## src/rtl/spi_sensor_responder.sv

```systemverilog
// SPI mode-0 slave standing in for the sensor at the far end of the sensor SPI link.
// Takes 16-bit commands {opcode, addr, data}, owns a small config register file and a
// convert counter, and shifts each frame's result out during the following frame.
// SCLK/CS_b/MOSI are oversampled in the system clock domain.
module spi_sensor_responder #(
  parameter int          NUM_REGS = 16,
  parameter logic [7:0]  CHIP_ID  = 8'h5A,
  parameter logic [15:0] ERR_WORD = 16'hDEAD
) (
  input  logic        clk,
  input  logic        reset,
  input  logic        SCLK_wire,
  input  logic        CS_b_wire,
  input  logic        MOSI_to_sensor,
  output logic        MISO_from_sensor,
  output logic [15:0] rx_word,
  output logic        frame_done,
  output logic        frame_error,
  output logic [9:0]  sample_cnt
);

  typedef enum logic [2:0] {
    WAIT_IDLE = 3'd0,
    IDLE      = 3'd1,
    ACTIVE    = 3'd2,
    COMPLETE  = 3'd3,
    PROCESS   = 3'd4,
    ERROR     = 3'd5
  } state_t;

  localparam logic [6:0] NUM_REGS_W = 7'(NUM_REGS);
  localparam logic [5:0] ID_ADDR    = 6'd63;

  state_t      state_r, state_next_s;

  // [0] metastability flop, [1] synchronized level, [2] previous level for edge detect
  logic [2:0]  sclk_pipe_r, cs_pipe_r;
  logic [1:0]  mosi_pipe_r;
  logic        sclk_rise_s, sclk_fall_s, cs_rise_s, cs_fall_s, cs_high_s, mosi_s;

  logic [15:0] tx_shift_r, rx_shift_r, pending_r, rx_word_r;
  logic [4:0]  bit_cnt_r;
  logic        overrun_r, miso_r, frame_done_r, frame_error_r;
  logic [9:0]  sample_cnt_r;
  logic [7:0]  regs_r [NUM_REGS];

  logic [1:0]  opcode_s;
  logic [5:0]  addr_s;
  logic [7:0]  data_s, rd_val_s;
  logic [15:0] resp_s;
  logic        reg_hit_s, wr_en_s;

  // Input synchronizers; CS_b resets to "low" so a released block must see a genuine
  // high level on the pin before it will accept a frame.
  always_ff @(posedge clk or negedge reset) begin
    if (!reset) begin
      sclk_pipe_r <= 3'b000;
      cs_pipe_r   <= 3'b000;
      mosi_pipe_r <= 2'b00;
    end else begin
      sclk_pipe_r <= {sclk_pipe_r[1:0], SCLK_wire};
      cs_pipe_r   <= {cs_pipe_r[1:0], CS_b_wire};
      mosi_pipe_r <= {mosi_pipe_r[0], MOSI_to_sensor};
    end
  end

  assign sclk_rise_s = sclk_pipe_r[1] & ~sclk_pipe_r[2];
  assign sclk_fall_s = ~sclk_pipe_r[1] & sclk_pipe_r[2];
  assign cs_rise_s   = cs_pipe_r[1] & ~cs_pipe_r[2];
  assign cs_fall_s   = ~cs_pipe_r[1] & cs_pipe_r[2];
  assign cs_high_s   = cs_pipe_r[1];
  assign mosi_s      = mosi_pipe_r[1];

  assign opcode_s  = rx_shift_r[15:14];
  assign addr_s    = rx_shift_r[13:8];
  assign data_s    = rx_shift_r[7:0];
  assign reg_hit_s = ({1'b0, addr_s} < NUM_REGS_W);
  assign wr_en_s   = (state_r == PROCESS) && (opcode_s == 2'b01) && reg_hit_s;

  // Decode the received command into the response word for the next frame.
  always_comb begin
    rd_val_s = 8'h00;
    resp_s   = 16'h0000;
    for (int i = 0; i < NUM_REGS; i++) begin
      rd_val_s = (addr_s == 6'(i)) ? regs_r[i] : rd_val_s;
    end
    case (opcode_s)
      2'b00: begin
        if (addr_s == ID_ADDR) begin
          resp_s = {8'h00, CHIP_ID};
        end else if (reg_hit_s) begin
          resp_s = {8'h00, rd_val_s};
        end else begin
          resp_s = 16'h0000;
        end
      end
      2'b01:   resp_s = {8'hFF, data_s};
      2'b10:   resp_s = {addr_s, sample_cnt_r};
      2'b11:   resp_s = 16'h0000;
      default: resp_s = 16'h0000;
    endcase
  end

  // Frame state register.
  always_ff @(posedge clk or negedge reset) begin
    if (!reset) begin
      state_r <= WAIT_IDLE;
    end else begin
      state_r <= state_next_s;
    end
  end

  // Frame sequencing: a 16th SCLK rise completes the frame; any later rise is an overrun.
  always_comb begin
    state_next_s = state_r;
    case (state_r)
      WAIT_IDLE: state_next_s = cs_high_s ? IDLE : WAIT_IDLE;
      IDLE:      state_next_s = cs_fall_s ? ACTIVE : IDLE;
      ACTIVE: begin
        if (cs_rise_s) begin
          state_next_s = ERROR;
        end else if (sclk_rise_s && (bit_cnt_r == 5'd15)) begin
          state_next_s = COMPLETE;
        end else begin
          state_next_s = ACTIVE;
        end
      end
      COMPLETE: begin
        if (cs_rise_s) begin
          state_next_s = (overrun_r || sclk_rise_s) ? ERROR : PROCESS;
        end else begin
          state_next_s = COMPLETE;
        end
      end
      PROCESS: state_next_s = IDLE;
      ERROR:   state_next_s = IDLE;
      default: state_next_s = WAIT_IDLE;
    endcase
  end

  // Shift registers, response pipeline, strobes and convert counter.
  always_ff @(posedge clk or negedge reset) begin
    if (!reset) begin
      tx_shift_r    <= 16'h0000;
      rx_shift_r    <= 16'h0000;
      pending_r     <= 16'h0000;
      rx_word_r     <= 16'h0000;
      bit_cnt_r     <= 5'd0;
      overrun_r     <= 1'b0;
      miso_r        <= 1'b0;
      frame_done_r  <= 1'b0;
      frame_error_r <= 1'b0;
      sample_cnt_r  <= 10'd0;
    end else begin
      frame_done_r  <= 1'b0;
      frame_error_r <= 1'b0;
      case (state_r)
        IDLE: begin
          if (cs_fall_s) begin
            tx_shift_r <= pending_r;
            miso_r     <= pending_r[15];
            rx_shift_r <= 16'h0000;
            bit_cnt_r  <= 5'd0;
            overrun_r  <= 1'b0;
          end else begin
            miso_r <= 1'b0;
          end
        end
        ACTIVE: begin
          if (cs_rise_s) begin
            miso_r <= 1'b0;
          end else if (sclk_rise_s) begin
            rx_shift_r <= {rx_shift_r[14:0], mosi_s};
            bit_cnt_r  <= bit_cnt_r + 5'd1;
            if (bit_cnt_r == 5'd15) begin
              miso_r <= 1'b0;
            end
          end else if (sclk_fall_s) begin
            tx_shift_r <= {tx_shift_r[14:0], 1'b0};
            miso_r     <= tx_shift_r[14];
          end
        end
        COMPLETE: begin
          miso_r <= 1'b0;
          if (sclk_rise_s) begin
            overrun_r <= 1'b1;
          end
        end
        PROCESS: begin
          rx_word_r    <= rx_shift_r;
          frame_done_r <= 1'b1;
          pending_r    <= resp_s;
          if (opcode_s == 2'b10) begin
            sample_cnt_r <= sample_cnt_r + 10'd1;
          end
        end
        ERROR: begin
          frame_error_r <= 1'b1;
          pending_r     <= ERR_WORD;
        end
        default: miso_r <= 1'b0;
      endcase
    end
  end

  // Config register file; writes land in PROCESS so a following read sees them.
  always_ff @(posedge clk or negedge reset) begin
    if (!reset) begin
      for (int i = 0; i < NUM_REGS; i++) begin
        regs_r[i] <= 8'h00;
      end
    end else if (wr_en_s) begin
      for (int i = 0; i < NUM_REGS; i++) begin
        if (addr_s == 6'(i)) begin
          regs_r[i] <= data_s;
        end
      end
    end
  end

  assign MISO_from_sensor = miso_r;
  assign rx_word          = rx_word_r;
  assign frame_done       = frame_done_r;
  assign frame_error      = frame_error_r;
  assign sample_cnt       = sample_cnt_r;

endmodule

```

## config.mk

```make
export PLATFORM = sky130hd
export DESIGN_NAME = spi_sensor_responder
export DESIGN_NICKNAME = d
export VERILOG_FILES = /design/src/rtl/spi_sensor_responder.sv
export SDC_FILE = /design/constraint.sdc
export NUM_CORES = 1
export LEC_CHECK = 0
export BUFFER_PORTS_ARGS = -buffer_cell sky130_fd_sc_hd__buf_4
export CORE_ASPECT_RATIO = 1.4
export CORE_MARGIN = 4
export CORE_UTILIZATION = 62
export CTS_CLUSTER_SIZE = 30
export DETAILED_ROUTE_END_ITERATION = 12
export PLACE_DENSITY = 0.87
export SYNTH_ARGS = -nofsm -noshare
export SYNTH_HDL_FRONTEND = slang
export SYNTH_SLANG_ARGS = --single-unit
```

## constraint.sdc

```tcl
create_clock -name clk -period 2.4 [get_ports clk]
set_input_delay 0 -clock clk [delete_from_list [all_inputs] [get_ports clk]]
set_output_delay 0 -clock clk [all_outputs]
set_load 0.03 [all_outputs]
```

==> impl_results.md, run 1 <==
* Synthesized net count at roughly 900
* Kind of critical path: reg2reg
* Final ANT Viol Nets at 0
* Crit. End Element: flop
* Final Cycle Share at 101.2%
* Routed WL at 27730 um
* CTS max path bufs at 3
* Failing checks: negative setup slack
* R2R setup slack at -0.03 ns
* Synthesized cell area at between 10000 and 15000 um^2
* Final core utilization at 74.19%
* Total congestion overflow at 0
* Worst setup path end: pending_r[7]$_DFFE_PN0P_
* Starting density of the core at between 60 and 70%
* RSZ-0062 raised after global routing: true
* First drt pass iteration count at 8
* GRT Total Usage at between 30% and 40%
* CTS Buf Count at 21
* Post-synthesis sequential area ratio at 55.06%
* Worst-path fanout max at 6
* Setup slack after layout at -0.02973 ns
* Final Slew Violations at 0
* Vias in the first global route at a little under 8000
* CP Launch Type: flop
* Core Rows at 54
* Horiz. Die Dim at ~120 um
* Mapped Cells at about 900
* HP Class: in2async
* Clock Sinks at around 220
* Antenna violations before repair at 0
* Warnings from Yosys at 0
* Synth Register Bits at between 200 and 250
* Post-synth EDFFs at 0
* HPWL after DPL at 18900 um
* Die height at 158.6 um
* Max Cap Viol at 0
* Core region area at 15740 um^2
* IO Pins at 34
* Main synth FF type: dfrtp_1
* DP Worst Slack at -0.1371 ns
* Routed vias at between 7000 and 8000
* Actual slew at the worst max-slew pin at 0.7661 ns
* PwrDens at ~760 nW/um^2
* Reg2reg path depth at 7
* Outcome: finished, violations left
* Final Setup Violations at 1
* Slew Limit Headroom at approximately half
* Post-synth ARST share at 100.0%
* CP startpoint: rx_shift_r[9]$_DFFE_PN0P_
* # diodes at 0
* Clk_lat worst skew at slightly above 0.5 ns
* Root Driver: clkbuf_16
* Largest net degree at the start of global routing at between 90 and 100
* Port Buf Inserts at 33
* Initial DRC Count at roughly 820
* Full die area at approximately 18000 um^2
* Worst Path Arrival at ~2.9 ns
* CP required at 2.85 ns
* Clock Skew at between 0.01 and 0.015 ns
* Mean Syn Cell Area at roughly 11 um^2
* Clock period minus final worst setup slack at about 2.4 ns
* Area Growth Syn to Fin at 16.28%
* Layout cells sized above 1 at approximately 31%
* R2r startpoint: rx_shift_r[9]$_DFFE_PN0P_
* Drt drc at 0
* FMAX at approximately 0.4 GHz
* First-pass GRT wire length at 44100 um
* Htree depth at 1
* Pleak at approximately 0.0057 uW
* Wire per inst at 23.64 um
* Net count, final at between 900 and 1000
* Post-synthesis cell type count at 67
* Hold Fails Final Rpt at 0
* TritonCTS clock tree: built
* Clock-pin slew on the worst setup and hold paths at roughly 0.070 ns
* GP Congestion at 1.019
* R2R Path End: pending_r[7]$_DFFE_PN0P_
* Peak VDD IR at ~700 uV
* Vias per cell at between 6 and 7
layout make-up:
cell class	count	area, um^2
Timing Repair Buffer	109	848.3
Clock buffer	25	550.5
Sequential cell	221	5532
Multi-Input combinational cell	599	4265
Tap cell	196	245.2
Inverter	11	41.29
Clock inverter	12	197.7
Fill cell	1016	4063
cells by family after synthesis:
logic type | synth area share [%]
and+or+nand+nor | 13.76
AOI/OAI and AO/OA | 10.50
buffers and inverters | 2.989
adders and majority gates | 0.6228
xor gates and xnor gates | 1.046
muxes | 16.02
DFF | 55.06
cell usage in the layout, fill, tap and decap left out, types with 4 or more instances in the layout:
master,instances
ha_1,5
mux2_2,126
bufinv_16,5
clkinv_2,4
a221oi_1,8
inv_1,9
dfrtp_1,220
a221o_1,6
nor2_2,12
mux2i_1,19
a222oi_1,5
nor2_1,47
a22o_1,4
and3_1,5
clkbuf_16,21
nand2b_1,6
o22ai_1,8
a21oi_1,34
xnor2_1,9
o21ai_0,33
buf_4,103
nand2_1,123
a32o_1,4
nor2b_1,7
dlygate4sd3_1,4
nand4_1,6
a22oi_1,17
nor3_1,14
o221ai_1,5
nand3_1,27
nor3_4,4
worst max-delay path, cell delays in order, from the launching register on:
cell and delay (ns):
dfrtp_1 0.52, nand2_2 0.27, nor2_4 0.10, buf_4 0.15
or4_1 0.54, a21o_1 0.23, a211oi_2 0.33, o221a_1 0.24
layer usage:
layer | vias to the layer above | global-route usage [%] | share of wire, %
li1 | 3332 | - | -
met1 | 3862 | 38.31 | 36
met2 | 442 | 52.29 | 49
met3 | 150 | 4.677 | 7.4
met4 | 0 | 18.46 | 6.9
met5 | - | 0 | 0
flip-flops by register name, summed over array words and instances, names as in the netlist, 3 cells and up:
name,flops
sample_cnt,10
cs_pipe_r,3
sclk_pipe_r,3
tx_shift_r,15
regs_r,128
rx_shift_r,16
state_r,3
pending_r,16
bit_cnt_r,5
rx_word,16
how the worst min path moves through the flow:
stage	startpoint	end	cells past startpoint
5_1_grt	SCLK_wire	sclk_pipe_r[0]$_DFF_PN0_	2
6_report	reset	regs_r[107]$_DFFE_PN0P_	2
2_1_floorplan	reset	MISO_from_sensor$_DFFE_PN0P_	0
3_3_place_gp	reset	regs_r[111]$_DFFE_PN0P_	1
4_1_cts	reset	pending_r[1]$_DFFE_PN0P_	2
3_5_place_dp	reset	regs_r[109]$_DFFE_PN0P_	1
Yosys cell counts, types with 3 or more instances:
master	number	area, um^2
a211oi_1	3	22.52
a21oi_1	35	175.2
a221o_1	6	60.06
a221oi_1	8	70.07
a222oi_1	5	50.05
a22o_1	4	35.03
a22oi_1	17	127.6
a32o_1	4	40.04
and2_1	3	18.77
and3_1	6	37.54
buf_2	12	60.06
buf_4	4	30.03
clkbuf_1	37	138.9
dfrtp_1	221	5530
ha_1	5	62.56
inv_1	9	33.78
mux2_2	126	1419
mux2i_1	19	190.2
nand2_1	124	465.5
nand2b_1	8	50.05
nand3_1	27	135.1
nand4_1	6	37.54
nor2_1	49	183.9
nor2_2	12	75.07
nor2b_1	7	43.79
nor3_1	14	70.07
nor3_4	4	65.06
o21ai_0	33	165.2
o221ai_1	5	43.79
o22ai_1	8	50.05
o31ai_1	4	30.03
or4_1	3	22.52
xnor2_1	9	78.83
xor2_1	3	26.28
repair_timing:
action / in CTS / in global routing
endpoints found under the setup margin: 18 / 11
hold buffers: 4 / 0
endpoints found under the hold margin: 92 / 0
buffers inserted: 0 / 3
gates resized for setup: 6 / 9
pin swaps: 0 / 1
through the flow:
step                      total power, uW  hold slack [ns]   TNS [ns]  std cells  cell area (um^2)
after CTS                            8925           0.1416   -0.04858       1170             11630
after global routing                 9234           0.1584  -0.009771       1173             11680
after detailed placement             5309          0.07575    -0.6762       1129             10820
final                                8883          0.09374   -0.02973       1173             11680
after floorplan                      4930          -0.2956          0        888             10040
after global placement               5255          0.07381    -0.6793       1129             10820
power by group:
group	switching [uW]	internal (uW)
registers	167	4000
clock network	1430	2190
logic	668	430
Note: power is estimated with default switching activity, not from simulation.
==> run 2, diff against run 1 <==
BUFFER_PORTS_ARGS = -buffer_cell sky130_fd_sc_hd__buf_2   (was -buffer_cell sky130_fd_sc_hd__buf_4)
CORE_MARGIN = unset   (was 4)
==> run 2 against run 1 <==
Against the previous run:
- largest cell class unchanged
- the run now ends clean
- worst setup slack better by 0.038 ns
- highest routed layer unchanged
- register-to-register slack gained 0.04 ns
- largest power group unchanged
- wire length is 2.4% higher
==> impl_results.md, run 2 (synthesis results as in run 1) <==
* HP Class: in2async (unchanged)
* First-pass GRT wire length at 44410 um (was 44100 um)
* Final Setup Violations at 0 (was 1)
* Die height at 152.6 um (was 158.6 um)
* HPWL after DPL at 18660 um (was 18900 um)
* Vias per cell at 6.750 (was 6.638)
* Placed cells at 1132 (was 1129)
* FMAX at 0.4180 GHz (was 0.4116 GHz)
* Final cell count without fillers at 1174 (was 1173)
* Hold Fails Final Rpt at 0 (unchanged)
* Pleak at 0.005733 uW (was 0.005739 uW)
* Drt drc at 0 (unchanged)
* Largest reg by FF count: regs_r (unchanged)
* Total chip power at 8701 uW (was 8883 uW)
* Final Cycle Share at 99.67% (was 101.2%)
* Layout cells sized above 1 at 30.57% (was 31.01%)
* Slew Limit Headroom at 42.17% (was 48.92%)
* GRT Total Usage at 35.26% (was 31.23%)
* Clk_lat worst skew at 0.51 ns (about the same)
* Antenna violations before repair at 0 (unchanged)
* Htree depth at 1 (unchanged)
* Clock Sinks at 221 (unchanged)
* CTS Buf Count at 21 (unchanged)
* TritonCTS clock tree: built (unchanged)
* Actual slew at the worst max-slew pin at 0.8596 ns (was 0.7661 ns)
* # diodes at 0 (unchanged)
* Most common cell after layout, fill and taps aside: dfrtp_1 (unchanged)
* Routed vias at 7925 (was 7786)
* Routed WL at 28390 um (was 27730 um)
* Vias in the first global route at 8031 (was 7950)
* Clock period minus final worst setup slack at 2.392 ns (was 2.430 ns)
* Core region area at 15740 um^2 (unchanged)
* GP Congestion at 0.9795 (was 1.019)
* Most frequent cells in the layout: dfrtp_1 (221), mux2_2 (126), nand2_1 (124), buf_4 (72), nor2_1 (49) (was dfrtp_1 (220), mux2_2 (126), nand2_1 (123), buf_4 (103), nor2_1 (47))
* CTS max path bufs at 3 (unchanged)
* Peak VDD IR at 784.1 uV (was 700.1 uV)
* Max reg flops at 128 (unchanged)
* CP Launch Type: flop (unchanged)
* Max Cap Viol at 0 (unchanged)
* Net count, final at 975 (was 973)
* Horiz. Die Dim at 109.6 um (was 115.6 um)
* First drt pass iteration count at 6 (was 8)
* Largest net degree at the start of global routing at 89 (was 96)
* PwrDens at 751.5 nW/um^2 (was 760.5 nW/um^2)
* Root Driver: clkbuf_16 (unchanged)
* Final ANT Viol Nets at 0 (unchanged)
* Worst Path Arrival at 2.78 ns (was 2.88 ns)
* Outcome: completed (was finished, violations left)
* Crit. End Element: flop (unchanged)
* IO Pins at 34 (unchanged)
* Core Rows at 54 (unchanged)
* R2R setup slack at 0.008 ns (was -0.03 ns)
* Final Slew Violations at 0 (unchanged)
* Wire per inst at 24.18 um (was 23.64 um)
* Initial DRC Count at 949 (was 816)
* Starting density of the core at 63.81% (unchanged)
* Clock-pin slew on the worst setup and hold paths at 0.06 ns (was 0.07 ns)
* Clock Skew at 0.01533 ns (was 0.01357 ns)
* Total congestion overflow at 0 (unchanged)
* Full die area at 16720 um^2 (was 18330 um^2)
* Kind of critical path: reg2reg (unchanged)
* CP required at 2.78 ns (was 2.85 ns)
* Worst-path fanout max at 11 (was 6)
* Area Growth Syn to Fin at 15.26% (was 16.28%)
* Port Buf Inserts at 33 (unchanged)
==> run 2: cell count changes in the layout (fill, tap and decap cells not counted), moves of 2 or more <==
cell,before,now
clkbuf_8,1,4
nor2_2,12,9
nor2_1,47,49
buf_2,0,32
buf_4,103,72
bufinv_16,5,3
==> run 2: per-layer routing <==
layer | vias to the layer above | GRT usage (%) | share of wire, %
met2 | 479 | 56.78 | 49
met3 | 170 | 5.945 | 7.5
met4 | 0 | 24.06 | 7.5
met5 | - | 0 | 0
li1 | 3333 | - | -
met1 | 3943 | 42.74 | 36
==> run 2: timing repair <==
| item | 4_1_cts | 5_1_grt |
|---|---|---|
| resized for setup | 2 | 8 |
| setup buffers | 0 | 2 |
| hold buffers | 4 | 0 |
| pin swaps | 0 | 2 |
| hold endpoints to repair | 224 | 0 |
| endpoints found under the setup margin | 2 | 23 |
==> run 2: worst max-delay path: stages (launching register included) <==
cell	delay [ns]
dfrtp_1	0.41
nor2b_4	0.12
nand2b_1	0.16
inv_2	0.11
and2_1	0.18
nand2_2	0.31
nor2_2	0.57
mux2_2	0.41
==> run 2: worst paths after layout <==
check / from / endpoint / depth (start not counted)
worst max-delay path: state_r[1]$_DFF_PN0_ / regs_r[51]$_DFFE_PN0P_ / 7
worst min register to register: sclk_pipe_r[0]$_DFF_PN0_ / sclk_pipe_r[1]$_DFF_PN0_ / 0
worst min-delay path: reset / mosi_pipe_r[0]$_DFF_PN0_ / 2
min in group clk: MOSI_to_sensor / mosi_pipe_r[0]$_DFF_PN0_ / 2
worst max register to register: state_r[1]$_DFF_PN0_ / regs_r[51]$_DFFE_PN0P_ / 7
max in group asynchronous: reset / regs_r[27]$_DFFE_PN0P_ / 3
==> run 2: cell type report <==
| cell class | count | area, um^2 |
|---|---|---|
| Tap cell | 196 | 245.2 |
| Timing Repair Buffer | 111 | 795.8 |
| Inverter | 11 | 41.29 |
| Multi-Input combinational cell | 599 | 4255 |
| Fill cell | 1026 | 4165 |
| Sequential cell | 221 | 5530 |
| Clock buffer | 28 | 591.8 |
| Clock inverter | 8 | 117.6 |
==> run 2: report_power, final <==
| part | switching [uW] | internal [uW] |
|---|---|---|
| logic | 666 | 412 |
| clock network | 1410 | 2050 |
| registers | 164 | 4000 |
==> run 2: through the flow <==
stage	TNS, ns	cell area (um^2)	hold WS (ns)	setup WS (ns)	util (%)
2_1_floorplan	0	10040	-0.2956	0.2196	-
3_3_place_gp	-0.05100	10780	-0.03326	-0.05100	68.45
3_5_place_dp	-0.08061	10780	-0.03154	-0.08061	68.45
4_1_cts	0	11530	0.04195	0.002366	73.27
5_1_grt	-0.08208	11580	0.08569	-0.01559	73.54
6_report	0	11580	0.02096	0.007917	73.54
